--- config.mk ---
export PLATFORM = sky130hd
export DESIGN_NAME = alu_sequencer
export DESIGN_NICKNAME = d
export VERILOG_FILES = /design/src/rtl/alu_sequencer_pkg.sv /design/src/rtl/alu_sequencer_nibble_alu.sv /design/src/rtl/alu_sequencer.sv
export SDC_FILE = /design/constraint.sdc
export NUM_CORES = 1
export LEC_CHECK = 0
export ABC_AREA = 1
export ABC_CLOCK_PERIOD_IN_PS = 9140
export BUFFER_PORTS_ARGS = -buffer_cell sky130_fd_sc_hd__buf_4
export CORE_MARGIN = 2
export CORE_UTILIZATION = 40
export DETAILED_ROUTE_END_ITERATION = 16
export GPL_TIMING_DRIVEN = 0
export PLACE_DENSITY = 0.67
export SYNTH_ARGS = -nofsm -noshare
export SYNTH_HDL_FRONTEND = slang
export SYNTH_SLANG_ARGS = --single-unit
--- constraint.sdc ---
create_clock -name clk -period 9.14 [get_ports clk]
set_clock_uncertainty 0.2 [all_clocks]
set_input_delay 2.285 -clock clk [delete_from_list [all_inputs] [get_ports clk]]
set_output_delay 2.285 -clock clk [all_outputs]
set_load 0.02 [all_outputs]
--- src/rtl/alu_sequencer_pkg.sv ---
// Shared keypad and operation-select codes for the ALU sequencer.
// KEY_0..KEY_9 are the digit keys. Codes above KEY_9 are non-digit keys.
// SL_A/SL_B pick the entry register. SL_ADD..SL_XOR pick the operation.
package alu_sequencer_pkg;

    localparam logic [4:0] KEY_0 = 5'd0;
    localparam logic [4:0] KEY_9 = 5'd9;

    localparam logic [2:0] SL_A   = 3'd0;
    localparam logic [2:0] SL_B   = 3'd1;
    localparam logic [2:0] SL_ADD = 3'd2;
    localparam logic [2:0] SL_SUB = 3'd3;
    localparam logic [2:0] SL_AND = 3'd4;
    localparam logic [2:0] SL_OR  = 3'd5;
    localparam logic [2:0] SL_XOR = 3'd6;

    // KEY_0 is zero, so an upper-bound compare alone identifies a digit key.
    function automatic logic is_digit(input logic [4:0] k);
        return (k <= KEY_9);
    endfunction

    function automatic logic is_op(input logic [2:0] s);
        return (s >= SL_ADD) && (s <= SL_XOR);
    endfunction

endpackage

--- src/rtl/alu_sequencer_nibble_alu.sv ---
// nibble_alu: combinational 4-bit slice of the sequencer datapath.
// Ports:
//   op_i   - SL_* operation code
//   a_i    - A nibble
//   b_i    - B nibble
//   cin_i  - carry in
//   y_o    - result nibble
//   cout_o - carry out (always 0 for the bitwise ops)
module nibble_alu
    import alu_sequencer_pkg::*;
(
    input  logic [2:0] op_i,
    input  logic [3:0] a_i,
    input  logic [3:0] b_i,
    input  logic       cin_i,
    output logic [3:0] y_o,
    output logic       cout_o
);
    logic [4:0] sum;

    always_comb begin
        sum    = 5'd0;
        y_o    = 4'd0;
        cout_o = 1'b0;
        case (op_i)
            SL_ADD: begin
                sum    = {1'b0, a_i} + {1'b0, b_i} + {4'd0, cin_i};
                y_o    = sum[3:0];
                cout_o = sum[4];
            end
            // Subtraction is A + ~B + c. The caller presets c=1 on the first
            // nibble, so a final carry of 1 means there was no borrow.
            SL_SUB: begin
                sum    = {1'b0, a_i} + {1'b0, ~b_i} + {4'd0, cin_i};
                y_o    = sum[3:0];
                cout_o = sum[4];
            end
            SL_AND:  y_o = a_i & b_i;
            SL_OR:   y_o = a_i | b_i;
            SL_XOR:  y_o = a_i ^ b_i;
            default: y_o = 4'd0;
        endcase
    end
endmodule

--- src/rtl/alu_sequencer.sv ---
// alu_sequencer: keypad-fed, nibble-serial ALU.
// Digits are shifted into reg_a or reg_b while idle.
// A start pulse runs one operation, one nibble per cycle, LSB nibble first.
// Ports:
//   clk, rst        - clock; asynchronous active-high reset
//   key, digit_wr   - keypad code and digit write strobe
//   sel, start      - register/operation select and start pulse
//   busy, end_obl   - operation in progress and one-cycle completion pulse
//   reg_a, reg_b    - operand/result A and operand B
//   carry           - carry/no-borrow flag of the last operation
module alu_sequencer
    import alu_sequencer_pkg::*;
#(
    parameter int NDIG = 4
) (
    input  logic            clk,
    input  logic            rst,
    input  logic [4:0]      key,
    input  logic            digit_wr,
    input  logic [2:0]      sel,
    input  logic            start,
    output logic            busy,
    output logic            end_obl,
    output logic [4*NDIG-1:0] reg_a,
    output logic [4*NDIG-1:0] reg_b,
    output logic            carry
);
    localparam int W  = 4 * NDIG;
    localparam int IW = (NDIG > 1) ? $clog2(NDIG) : 1;
    localparam logic [IW-1:0] LAST = IW'(NDIG - 1);

    localparam logic [1:0] ST_IDLE = 2'd0;
    localparam logic [1:0] ST_CALC = 2'd1;
    localparam logic [1:0] ST_DONE = 2'd2;

    logic [1:0]    state_q, state_d;
    logic [2:0]    op_q, op_d;
    logic [IW-1:0] idx_q, idx_d;
    logic          cin_q, cin_d;
    logic [W-1:0]  res_q, res_d;
    logic [W-1:0]  reg_a_q, reg_a_d;
    logic [W-1:0]  reg_b_q, reg_b_d;
    logic          carry_q, carry_d;

    logic [4:0]    key_off;
    logic [3:0]    digit;
    logic [3:0]    a_nib, b_nib, alu_y;
    logic          alu_cout;
    logic [W-1:0]  res_full;

    assign key_off = key - KEY_0;
    assign digit   = key_off[3:0];

    assign a_nib = reg_a_q[{idx_q, 2'b00} +: 4];
    assign b_nib = reg_b_q[{idx_q, 2'b00} +: 4];

    nibble_alu u_nibble_alu (
        .op_i   (op_q),
        .a_i    (a_nib),
        .b_i    (b_nib),
        .cin_i  (cin_q),
        .y_o    (alu_y),
        .cout_o (alu_cout)
    );

    // Shadow result with the current nibble merged in. On the last nibble,
    // this lets reg_a take the full result on the same edge.
    always_comb begin
        res_full = res_q;
        res_full[{idx_q, 2'b00} +: 4] = alu_y;
    end

    always_comb begin
        state_d = state_q;
        op_d    = op_q;
        idx_d   = idx_q;
        cin_d   = cin_q;
        res_d   = res_q;
        reg_a_d = reg_a_q;
        reg_b_d = reg_b_q;
        carry_d = carry_q;
        case (state_q)
            ST_IDLE: begin
                // A valid start wins over a coincident digit write.
                if (start && is_op(sel)) begin
                    op_d    = sel;
                    idx_d   = '0;
                    cin_d   = (sel == SL_SUB);
                    state_d = ST_CALC;
                end else if (digit_wr && is_digit(key)) begin
                    if (sel == SL_A) reg_a_d = (reg_a_q << 4) | W'(digit);
                    else if (sel == SL_B) reg_b_d = (reg_b_q << 4) | W'(digit);
                end
            end
            ST_CALC: begin
                res_d = res_full;
                cin_d = alu_cout;
                if (idx_q == LAST) begin
                    reg_a_d = res_full;
                    carry_d = alu_cout;
                    state_d = ST_DONE;
                end else begin
                    idx_d = idx_q + 1'b1;
                end
            end
            ST_DONE: begin
                reg_b_d = '0;
                idx_d   = '0;
                state_d = ST_IDLE;
            end
            default: state_d = ST_IDLE;
        endcase
    end

    always_ff @(posedge clk or posedge rst) begin
        if (rst) begin
            state_q <= ST_IDLE;
            op_q    <= SL_ADD;
            idx_q   <= '0;
            cin_q   <= 1'b0;
            res_q   <= '0;
            reg_a_q <= '0;
            reg_b_q <= '0;
            carry_q <= 1'b0;
        end else begin
            state_q <= state_d;
            op_q    <= op_d;
            idx_q   <= idx_d;
            cin_q   <= cin_d;
            res_q   <= res_d;
            reg_a_q <= reg_a_d;
            reg_b_q <= reg_b_d;
            carry_q <= carry_d;
        end
    end

    assign busy    = (state_q != ST_IDLE);
    assign end_obl = (state_q == ST_DONE);
    assign reg_a   = reg_a_q;
    assign reg_b   = reg_b_q;
    assign carry   = carry_q;

endmodule

Word-level counts from Yosys, hierarchy flattened
Index checks and enable logic that the tools add are counted.

word-level totals
  register bits after elaboration = 57
  bits of input ports = 12
  output and inout port bits = 35
  word-level logic and storage cells = 82

operators by class
  add/subtract/negate cells = 6
  magnitude comparators = 3
  eq/ne operators = 18
  shifts and indexed selects = 4
  mux-type cells = 21
  bitwise gates (word level) = 6
  reductions and logical operators = 16

operator list
  kind                                                  number
  2-to-1 mux 16 bit                                     8
  one-hot mux 16 bit (2 select lines)                   2
  bitwise OR 16 x 4 -> 16 bit                           2
  indexed part select 16 x 5 -> 4 bit                   2
  one-hot mux 4 bit (5 select lines)                    1
  bitwise mux 16 bit                                    1
  inequality test 2 bit, second input constant          8
  variable shift 4 x 6 -> 16 bit, first input constant  1
  indexed part select 4 x 6 -> 16 bit                   1
  adder 4 x 4 -> 5 bit                                  2
  adder 5 x 1 -> 5 bit                                  2
  AND reduction 5 bit                                   2
  == test 3 x 2 -> 1 bit, second input constant         3
  == test 3 bit, second input constant                  3
  2-to-1 mux 2 bit                                      4
  AND reduction 2 bit                                   4
  negator 4 -> 6 bit                                    1
  one-hot mux 2 bit (3 select lines)                    1
  nonzero test 2 bit                                    3
  <= comparator 5 x 4 -> 1 bit, second input constant   1
  AND 4 bit                                             1
  == test 2 bit, second input constant                  2
  inverter 4 bit                                        1
  bitwise OR 4 bit                                      1
  other kinds (14)                                      17

Longest topological paths before layout
Gate-level depths: netlist of the first run.

  word-level depth = 9
  mapped depth = 17
  gate-level depth less buffers = 17

Cells and area by module
A second synthesis of the first run with hierarchy kept.

unflattened totals
  cells, all modules = 515
  area total of the unflattened synthesis = 3567.2 µm²

by module, submodules not included
  module         times used  cells each  area an instance (µm²)  seq. area each (µm²)
  alu_sequencer  1           426         3021.6                  1427.6
  nibble_alu     1           89          545.5                   0.0

Least setup slack after synthesis of the first run
Ideal clock, no wire load.

  kind = input to register
  from = in sel[2]
  to = reg reg_a_q[0], in the netlist reg_a[0]
  library setup time = 0.129 ns
  arrival time = 3.146 ns
  data required time = 8.811 ns
  setup slack = 5.665 ns
  stages = 7
  path buffers = 1
  cell sequence = nor2_1 inv_1 o31ai_1 nand2_1 buf_2 a21oi_1 a22oi_1

between the ends
  word-level cells in the longest chain between the ends = 5
  elaborated cells on any way between the ends = 8
  classes of those cells = order compare: 2; eq/ne: 2; reduce/logical: 4

RTL lines
  what                                                                 line                     RTL
  from (decl)                                                          alu_sequencer.sv:20      input logic [2:0] sel,
  >= comparator 3 x 2 -> 1 bit or <= comparator 3 bit (tied branches)  alu_sequencer_pkg.sv:23  return (s >= SL_ADD) && (s <= SL_XOR);
  logical AND 1 bit                                                    alu_sequencer_pkg.sv:23
  logical AND 1 bit                                                    alu_sequencer.sv:85      if (start && is_op(sel)) begin
  inequality test 2 bit (no line)                                      n/a
  AND reduction 5 bit (no line) *                                      n/a
  to (signal assigned)                                                 alu_sequencer.sv:131     reg_a_q <= reg_a_d;
  to (decl)                                                            alu_sequencer.sv:41      logic [W-1:0] reg_a_q, reg_a_d;

Every way passes the cells marked *; elsewhere a longest branch is shown, timed or not.
A chain may end at the register's enable or synchronous reset.

Final worst setup path of the first run
  from = reg idx_q[0]
  to = reg res_q[2]

between the ends
  word-level cells in the longest chain between the ends = 7
  elaborated cells on any way between the ends = 15
  classes of those cells = add/sub: 5; shift: 4; mux: 2; bitwise: 4

RTL lines
  what                                 line                            RTL
  from (decl)                          alu_sequencer.sv:38             logic [IW-1:0] idx_q, idx_d;
  from (signal assigned)               alu_sequencer.sv:128            idx_q <= idx_d;
  indexed part select 16 x 5 -> 4 bit  alu_sequencer.sv:55             assign b_nib = reg_b_q[{idx_q, 2'b00} +: 4];
  inverter 4 bit                       alu_sequencer_nibble_alu.sv:34  sum = {1'b0, a_i} + {1'b0, ~b_i} + {4'd0, cin_i};
  adder 4 x 4 -> 5 bit                 alu_sequencer_nibble_alu.sv:34
  adder 5 x 1 -> 5 bit                 alu_sequencer_nibble_alu.sv:34
  one-hot mux 4 bit (5 select lines)   alu_sequencer_nibble_alu.sv:25  case (op_i)
  indexed part select 4 x 6 -> 16 bit  alu_sequencer.sv:70             res_full[{idx_q, 2'b00} +: 4] = alu_y;
  bitwise mux 16 bit *                 alu_sequencer.sv:70
  to (signal assigned)                 alu_sequencer.sv:130            res_q <= res_d;
  to (decl)                            alu_sequencer.sv:40             logic [W-1:0] res_q, res_d;

Marks and branches as above.

==> results.toml, run 1 <==
[status]
status = "completed"

[global_route]
first_global_vias = 3268
grt_max_degree = 38
antenna_found_initial = 0
grt_pass1_wl_um = 16400
met3_usage_pct = 3.32
grt-ovfl-total = 0
grt_util_all_layers_pct = 21.4
grtUsageMet1_pct = 30.6
grt.busiest_layer = "met2"
met2_usage_pct = 33.4

[final_layout]
fin_nets = 558
fillers = 839
fin_cells = 636
area.sequential_mm2 = 0.00143
areaGrowthSynthToFinish_pct = 20.7
multi_input_area_mm2 = 0.00168
fin_area_mm2 = 0.00417
n_antenna_cell = 0
drive_gt1_share_pct = 16.2

[timing]
worst_slew_pin_slew_ps = 577
min_period_ps = 4170
hold-worst-slack_ps = 288
slew_headroom_pct = 61.5
rsz0062_at_grt = "no"
final_max_slew_viol_count = 0
max_freq_ghz = 0.240
finalSetupTns_ps = 0
setup_viol_count_final = 0
finalHoldViolCount = 0
fin_crit_sh_pct = 45.7

[routing]
first_pass_iters = 7
antenna_left = 0
drc = 0
num_vias = 3377
wire_per_inst_um = 15.4
drt-total-wl_um = 9820
initialDrtViolationCount = 253
routed_via_density = 5.31

[worst_setup_path]
path_class = "reg -> reg"
crit_path_start_kind = "flop"
worst-endpoint-arrival_ps = 4190
crit_fanout = 10
crit_required_ps = 9150
end_kind = "flop"

[floorplanning]
rows = 33
coreArea_mm2 = 0.00830
die-area_mm2 = 0.00939
die_w_um = 96.9
die_h_um = 96.9
initial_core_util_pct = 41.6
io_pins = 47

[yosys]
ys_ff_latch = 57
synthFlopType = "dfrtp_1"
netlist_top_cells_count = "nand2_1 (118), inv_1 (63), dfrtp_1 (56)"
avgSynthCellArea_um2 = 7.38
synth.most_common_cell = "nand2_1"
syn-num-nets = 500
synth_cell_types = 30
synth.area.top_cells = "dfrtp_1 (41%), nand2_1 (13%), a21oi_1 (7.2%)"
ys_async_sr_fraction_pct = 100
syn_inst = 468
synth_edf_count = 0
yosys_warnings = 0
synth_area_mm2 = 0.00345
synthDominantCellAreaShare_pct = 40.6
ys_seq_area_share_pct = 41.4
yosys.area.top_type = "dfrtp_1"

[min_path]
hp-class = "reg -> reg"

[power]
seqPwrFrac_pct = 25.6
swShare_pct = 51.5
p_comb_share_pct = 60.3
p_int_mw = 0.913
power_leakage_nw = 2.11
power_density_mw_per_mm2 = 452
power_frac_clock_pct = 14.1
p_switching_mw = 0.969
ir_worst_vdd_mv = 0.212

[placed_design]
placed_cell_area_mm2 = 0.00395
place_inst = 620
portBuffers = 46
place_congestion = 0.901
post-dp-hpwl_um = 7340

[clock_tree]
cts_hold_buf = 0
clk_latency_ps = 350
cts_resized = 0
cts_tree = "yes"
cts_root_buffer = "clkbuf_8"
postCtsSetupBuffers = 0
numCtsBuffers = 9
cts.clk_slew.worst_paths_ps = 70
htreeDepth = 3
clk_path_buf_depth = 2
clock_sinks = 57

[run]
cap_violations = 0
[stage by stage]
step	setup WS (ps)	power, mW	utilization, %
finish	4970	1.88	50.2
global route	4790	2.03	50.2
CTS	5080	1.88	50.2
detailed placement	5080	1.61	47.6
global placement	4470	1.58	47.3
floorplan	5260	1.23	-
[cell type report]
| cell class | count | share of cell area (%) |
|---|---|---|
| plain buffers | 16 | 1.98 |
| multi-input cells | 326 | 40.4 |
| clock inverters | 7 | 2.28 |
| inverters | 69 | 6.21 |
| clock buffers | 9 | 2.97 |
| flip-flops and latches | 57 | 34.3 |
| repair buffers | 47 | 8.77 |
| well taps | 105 | 3.15 |
[power groups by stage]
stage	Combinational (mW)	Clock [mW]	Sequential, mW
4_1_cts	1.13	0.267	0.481
3_5_place_dp	1.12	0	0.486
2_1_floorplan	0.690	0	0.539
5_1_grt	1.26	0.278	0.498
6_report	1.13	0.266	0.482
3_3_place_gp	1.09	0	0.483
[logic make-up (layout without fill, tap and decap cells)]
family / after synthesis / after routing / synth area share, %
simple gates: 210 / 210 / 25.3
compound gates: 96 / 96 / 15.3
buf+inv: 85 / 148 / 9.89
fa+ha+maj: 20 / 20 / 8.12
flops: 57 / 57 / 41.4
[worst max-delay path, stage by stage, from the launching register on]
cell and delay, ps:
dfrtp_1 470, buf_2 270, buf_1 450, a21oi_1 140, a32oi_1 480, inv_1 160
fa_1 430, fa_1 390, or2_2 320, nand3_1 90, nand4_1 260, nand2_1 140
o21ai_0 90, nand2_1 80, o21ai_0 80
[path summary, 6_finish.rpt]
kind                                       start                     to  slack (ps)  cells past startpoint
setup / recovery            idx_q[0]$_DFFE_PP0P_   res_q[2]$_DFFE_PP0P_        4970                     14
hold / removal             res_q[15]$_DFFE_PP0P_  res_q[15]$_DFFE_PP0P_         290                      2
setup reg to reg            idx_q[0]$_DFFE_PP0P_   res_q[2]$_DFFE_PP0P_        4970                     14
hold reg to reg            res_q[15]$_DFFE_PP0P_  res_q[15]$_DFFE_PP0P_         290                      2
max in group asynchronous                    rst    op_q[1]$_DFFE_PP1P_        6380                      3
min in group asynchronous                    rst   reg_a[0]$_DFFE_PP0P_        1750                      2
[per-layer routing]
| metal | vias to the layer above | routed length [um] |
|---|---|---|
| li1 | 1621 | - |
| met1 | 1626 | 4480 |
| met3 | 15 | 637 |
| met2 | 115 | 4540 |
| met5 | - | 0 |
| met4 | 0 | 165 |
[registers in the layout (all words and copies together), names as in the netlist]
name and count:
carry 1, cin_q 1, idx_q 2, op_q 3, reg_a 16, reg_b 16, res_q 16, state_q 2
[placed cells by master, fill, tap and decap left out, drive strengths merged, types with 4 or more instances in the layout]
cell type and n:
o21ai 30, a21oi 50, clkbuf 14, dfrtp 56, a32oi 8, nand2 118
nand4 7, a22oi 4, nand3 23, ha 16, buf 58, clkinv 6
inv 67, nor2 56, nor3 4, fa 4
Power figures use the tool's default switching activity.
==> inputs of run 2 (changes only) <==
ABC_CLOCK_PERIOD_IN_PS = 3550   (was 9140)
PLACE_DENSITY = 0.69   (was 0.67)
clock period = 3.55 ns   (was 9.14 ns; I/O delays follow)
==> run 2 against run 1 <==
Utilization up 1.5 points. Global-route usage is 0.43 points higher. Die area is the same. Clock power grew 130%. Sequential share of layout area shrank 0.95 points. Power grew to 2.7 times the previous value. Hold slack got worse by 3.0 ps. Non-clock buffer count up 6. Critical endpoint unchanged.
==> results.toml, run 2 (synthesis gave the netlist of run 1 again) <==
[floorplanning]
die_h_um = 96.9
rows = 33
io_pins = 47
die-area_mm2 = 0.00939
coreArea_mm2 = 0.00830
die_w_um = 96.9
initial_core_util_pct = 41.6

[final_layout]
fin_nets = 564
mostFrequentLayoutCells = "nand2_1 (118), inv_1 (59), dfrtp_1 (55)"
n_antenna_cell = 0
drive_gt1_share_pct = 19.7
final_common_cell = "nand2_1"
areaGrowthSynthToFinish_pct = 24.3
final_core_util_pct = 51.7

[global_route]
met3_usage_pct = 4.26
grtUsageMet1_pct = 29.2
antenna_found_initial = 0
grt_pass1_wl_um = 16500
grt-ovfl-total = 0
grt_util_all_layers_pct = 21.8
grt_max_degree = 37
grt.busiest_layer = "met2"
met2_usage_pct = 34.7
first_global_vias = 3378

[timing]
max_freq_ghz = 0.300
finalSetupTns_ps = 0
final_max_slew_viol_count = 0
slew_headroom_pct = 66.2
min_period_ps = 3330
finalHoldViolCount = 0
setup_viol_count_final = 0
worst_slew_pin_slew_ps = 508
hold-worst-slack_ps = 285
rsz0062_at_grt = "no"
fin_crit_sh_pct = 93.9

[worst_setup_path]
worst-endpoint-arrival_ps = 3350
end_kind = "flop"
crit_required_ps = 3570
path_class = "reg -> reg"
worst-path-buf-inv = 3
crit_fanout = 10
path_delay_family = "simple AND/OR/NAND/NOR gates"
slowest_delay_ps = 480
crit_path_top_delay_cell = "dfrtp_2"
crit_path_frequent_cell = "nand2_1"
cp_cell_sequence = "buf_8 > buf_8 > nand2_1 > a32oi_4 > inv_2 > fa_2 > fa_2 > or2_2 > nand3_1 > nand4_1 > nand2_1 > o21ai_0 > nand2_1 > o21ai_0"
crit_path_start_kind = "flop"

[power]
power_frac_clock_pct = 12.3
p_int_mw = 2.43
seqPwrFrac_pct = 25.3
p_comb_share_pct = 62.4
ir_worst_vdd_mv = 0.606
power_density_mw_per_mm2 = 1160
power_leakage_nw = 2.15
swShare_pct = 51.3
p_switching_mw = 2.56

[clock_tree]
clock_sinks = 57
cts_tree = "yes"
htreeDepth = 3
clk_path_buf_depth = 2
cts_hold_buf = 0
clk_latency_ps = 350
cts.clk_slew.worst_paths_ps = 70
numCtsBuffers = 9
cts_root_buffer = "clkbuf_8"

[run]
cap_violations = 0

[routing]
first_pass_iters = 6
routed_via_density = 5.32
wire_per_inst_um = 15.5
drc = 0
drt-total-wl_um = 9970
antenna_left = 0
num_vias = 3414
initialDrtViolationCount = 259

[placed_design]
portBuffers = 46
place_congestion = 0.889
post-dp-hpwl_um = 7230

[min_path]
hp-class = "reg -> reg"

[status]
status = "completed"
## run 2: power by group through the flow
stage	clock [mW]	sequential (mW)	combinational (mW)
final	0.615	1.26	3.12
after global routing	0.650	1.30	3.48
after CTS	0.622	1.25	2.94
after global placement	0	1.25	2.80
after detailed placement	0	1.26	2.87
after floorplan	0	1.39	1.78
## run 2: through the flow
| stage | setup WS [ps] | area (um2) | std cells | power (mW) |
|---|---|---|---|---|
| global placement | -419 | 3930 | 619 | 4.05 |
| floorplan | 313 | 3450 | 468 | 3.16 |
| detailed placement | -513 | 3950 | 620 | 4.13 |
| finish | 217 | 4290 | 642 | 4.99 |
| global route | 1.17 | 4290 | 642 | 5.43 |
| CTS | 15.6 | 4190 | 636 | 4.82 |
## run 2: area by class of cell
| class | count | area, um2 |
|---|---|---|
| plain buffers | 16 | 119 |
| clock inverters | 7 | 71.3 |
| fillers | 783 | 4010 |
| flip-flops and latches | 57 | 1430 |
| inverters | 69 | 264 |
| well taps | 105 | 131 |
| clock buffers | 9 | 124 |
| multi-input cells | 326 | 1720 |
| repair buffers | 53 | 428 |
## run 2: worst paths after layout
path	cells after the start	end	slack, ps	from
setup / recovery	14	res_q[2]$_DFFE_PP0P_	220	idx_q[0]$_DFFE_PP0P_
hold / removal	2	carry$_DFFE_PP0P_	290	carry$_DFFE_PP0P_
setup reg to reg	14	res_q[2]$_DFFE_PP0P_	220	idx_q[0]$_DFFE_PP0P_
hold reg to reg	2	carry$_DFFE_PP0P_	290	carry$_DFFE_PP0P_
max in group asynchronous	3	idx_q[0]$_DFFE_PP0P_	2230	rst
min in group asynchronous	2	reg_b[1]$_DFFE_PP0P_	360	rst
## run 2: layer usage
metal | wire length, um | vias up
li1 | - | 1634
met1 | 4420 | 1629
met2 | 4650 | 120
met3 | 598 | 31
met4 | 293 | 0
met5 | 0 | -
## run 2: repair_timing
action / CTS / global route
gates resized for setup: 12 / 15
cloned: 0 / 1
setup buffers: 0 / 5
pin swaps: 1 / 4
endpoints found under the setup margin: 25 / 14
## run 2: worst reg2reg max path, stage by stage (launching register included)
cell and delay, ps:
dfrtp_2 480, buf_8 160, buf_8 140, nand2_1 90, a32oi_4 270, inv_2 90
fa_2 390, fa_2 340, or2_2 320, nand3_1 90, nand4_1 250, nand2_1 150
o21ai_0 90, nand2_1 80, o21ai_0 80
==> inputs of run 3 (changes only) <==
CTS_BUF_LIST = sky130_fd_sc_hd__clkbuf_16   (was default)
CTS_CLUSTER_DIAMETER = 40   (was default)
==> run 3 against run 2 <==
Sequential share of layout area down 0.91 points. Critical endpoint is now reg_a[14]$_DFFE_PP0P_. Hold slack got worse by 3.0 ps. Flip-flop and latch count unchanged. Non-clock buffer count increased by 2. Combinational power about the same. Cell area up 2.8%.
==> results.toml, run 3 (synthesis gave the netlist of run 1 again) <==
[global_route]
first_global_vias = 3346
grt_util_all_layers_pct = 21.8
met2_usage_pct = 35.1
grt_max_degree = 37
antenna_found_initial = 0
grt_pass1_wl_um = 16600
grtUsageMet1_pct = 29.7
grt.busiest_layer = "met2"
met3_usage_pct = 3.68
grt-ovfl-total = 0

[power]
power_density_mw_per_mm2 = 1190
power_leakage_nw = 2.20
ir_worst_vdd_mv = 0.533

[timing]
finalSetupTns_ps = 0
max_freq_ghz = 0.297
finalHoldViolCount = 0
worst_slew_pin_slew_ps = 520
min_period_ps = 3370
final_max_slew_viol_count = 0
fin_crit_sh_pct = 94.8
setup_viol_count_final = 0
rsz0062_at_grt = "no"
slew_headroom_pct = 65.4

[worst_setup_path]
crit_required_ps = 3560
slowest_delay_ps = 470
crit_fanout = 7
crit_path_start_kind = "flop"
end_kind = "flop"
crit_path_top_delay_cell = "dfrtp_2"
cp_cell_sequence = "buf_6 > buf_8 > nand2_1 > a32oi_4 > inv_2 > fa_2 > fa_2 > or2_2 > nand3_1 > nand4_1 > nand4_1 > nand2_1 > nand2_2 > a21oi_1"
worst-endpoint-arrival_ps = 3370
path_class = "reg -> reg"

[clock_tree]
clock_sinks = 57
cts_hold_buf = 0
cts.clk_slew.worst_paths_ps = 50
htreeDepth = 3
clk_path_buf_depth = 2
cts_root_buffer = "clkbuf_16"
cts_tree = "yes"
clk_latency_ps = 320
numCtsBuffers = 9

[final_layout]
fin_nets = 566
fin_area_mm2 = 0.00441
drive_gt1_share_pct = 20.4
n_antenna_cell = 0
fin_cells = 644
fillers = 765
final_common_cell = "nand2_1"
mostFrequentLayoutCells = "nand2_1 (117), inv_1 (59), dfrtp_1 (55)"
areaGrowthSynthToFinish_pct = 27.8

[min_path]
hp-class = "reg -> reg"

[routing]
first_pass_iters = 5
drt-total-wl_um = 10100
initialDrtViolationCount = 336
drc = 0
num_vias = 3426
wire_per_inst_um = 15.7
antenna_left = 0
routed_via_density = 5.32

[floorplanning]
io_pins = 47
rows = 33
initial_core_util_pct = 41.6
die-area_mm2 = 0.00939
die_w_um = 96.9
die_h_um = 96.9
coreArea_mm2 = 0.00830

[run]
cap_violations = 0

[placed_design]
place_congestion = 0.889
post-dp-hpwl_um = 7230
placed_cell_area_mm2 = 0.00395
portBuffers = 46
place_inst = 620

[status]
status = "completed"
## run 3: cell types whose count changed in the layout (fill, tap and decap cells not counted)
cell and delta:
nand2_2 +1, a32oi_4 +1, a32oi_1 -1, nand2_1 -1
clkbuf_4 +1, clkbuf_8 -9, buf_4 +2, clkbuf_16 +8
## run 3: final timing paths
kind | end | depth (start not counted) | slack [ps] | start
worst min register to register | carry$_DFFE_PP0P_ | 2 | 280 | carry$_DFFE_PP0P_
min in group asynchronous | reg_b[1]$_DFFE_PP0P_ | 2 | 390 | rst
max in group asynchronous | idx_q[0]$_DFFE_PP0P_ | 3 | 2190 | rst
worst max register to register | reg_a[14]$_DFFE_PP0P_ | 14 | 180 | idx_q[0]$_DFFE_PP0P_
worst min-delay path | carry$_DFFE_PP0P_ | 2 | 280 | carry$_DFFE_PP0P_
worst max-delay path | reg_a[14]$_DFFE_PP0P_ | 14 | 180 | idx_q[0]$_DFFE_PP0P_
## run 3: worst max-delay path: cells and delay by family, from the launching register on
family	cells	cell delay, ps
DFF	1	470
and+or+nand+nor	7	1090
adders and majority gates	2	730
buffers and inverters	3	370
AOI/OAI and AO/OA	2	380
## run 3: final cells by class
type                            instances  area, um2  share of cell area, %
Inverter                               69        264                   5.99
Tap cell                              105        131                   2.98
Buffer                                 16        121                   2.75
Clock buffer                            9        225                   5.11
Clock inverter                          7       71.3                   1.62
Timing Repair Buffer                   55        423                   9.59
Multi-Input combinational cell        326       1750                   39.6
Sequential cell                        57       1430                   32.4
## run 3: power breakdown
group          total (mW)  internal (mW)  switching (mW)
clock network       0.852          0.541           0.311
registers            1.27          0.957           0.310
logic                3.15           1.16            1.99
## run 3: repair_timing
item | 4_1_cts | 5_1_grt
endpoints found under the setup margin | 25 | 12
cloned | 0 | 1
pin swaps | 3 | 4
gates resized for setup | 13 | 18
buffers inserted | 0 | 7
## run 3: per-layer routing
layer	part of all wire, %	wire length, um
met5	0	0
met4	2.0	202
met3	5.4	543
met2	48	4840
met1	45	4530
## run 3: stage by stage
| stage | setup WS (ps) | power (mW) | hold WS, ps | utilization (%) |
|---|---|---|---|---|
| after CTS | 1.72 | 5.07 | 283 | 51.7 |
| after floorplan | 313 | 3.16 | 249 | - |
| after global routing | 0.568 | 5.70 | 304 | 53.1 |
| final | 185 | 5.27 | 282 | 53.1 |
| after global placement | -419 | 4.05 | 264 | 47.3 |
| after detailed placement | -513 | 4.13 | 268 | 47.6 |
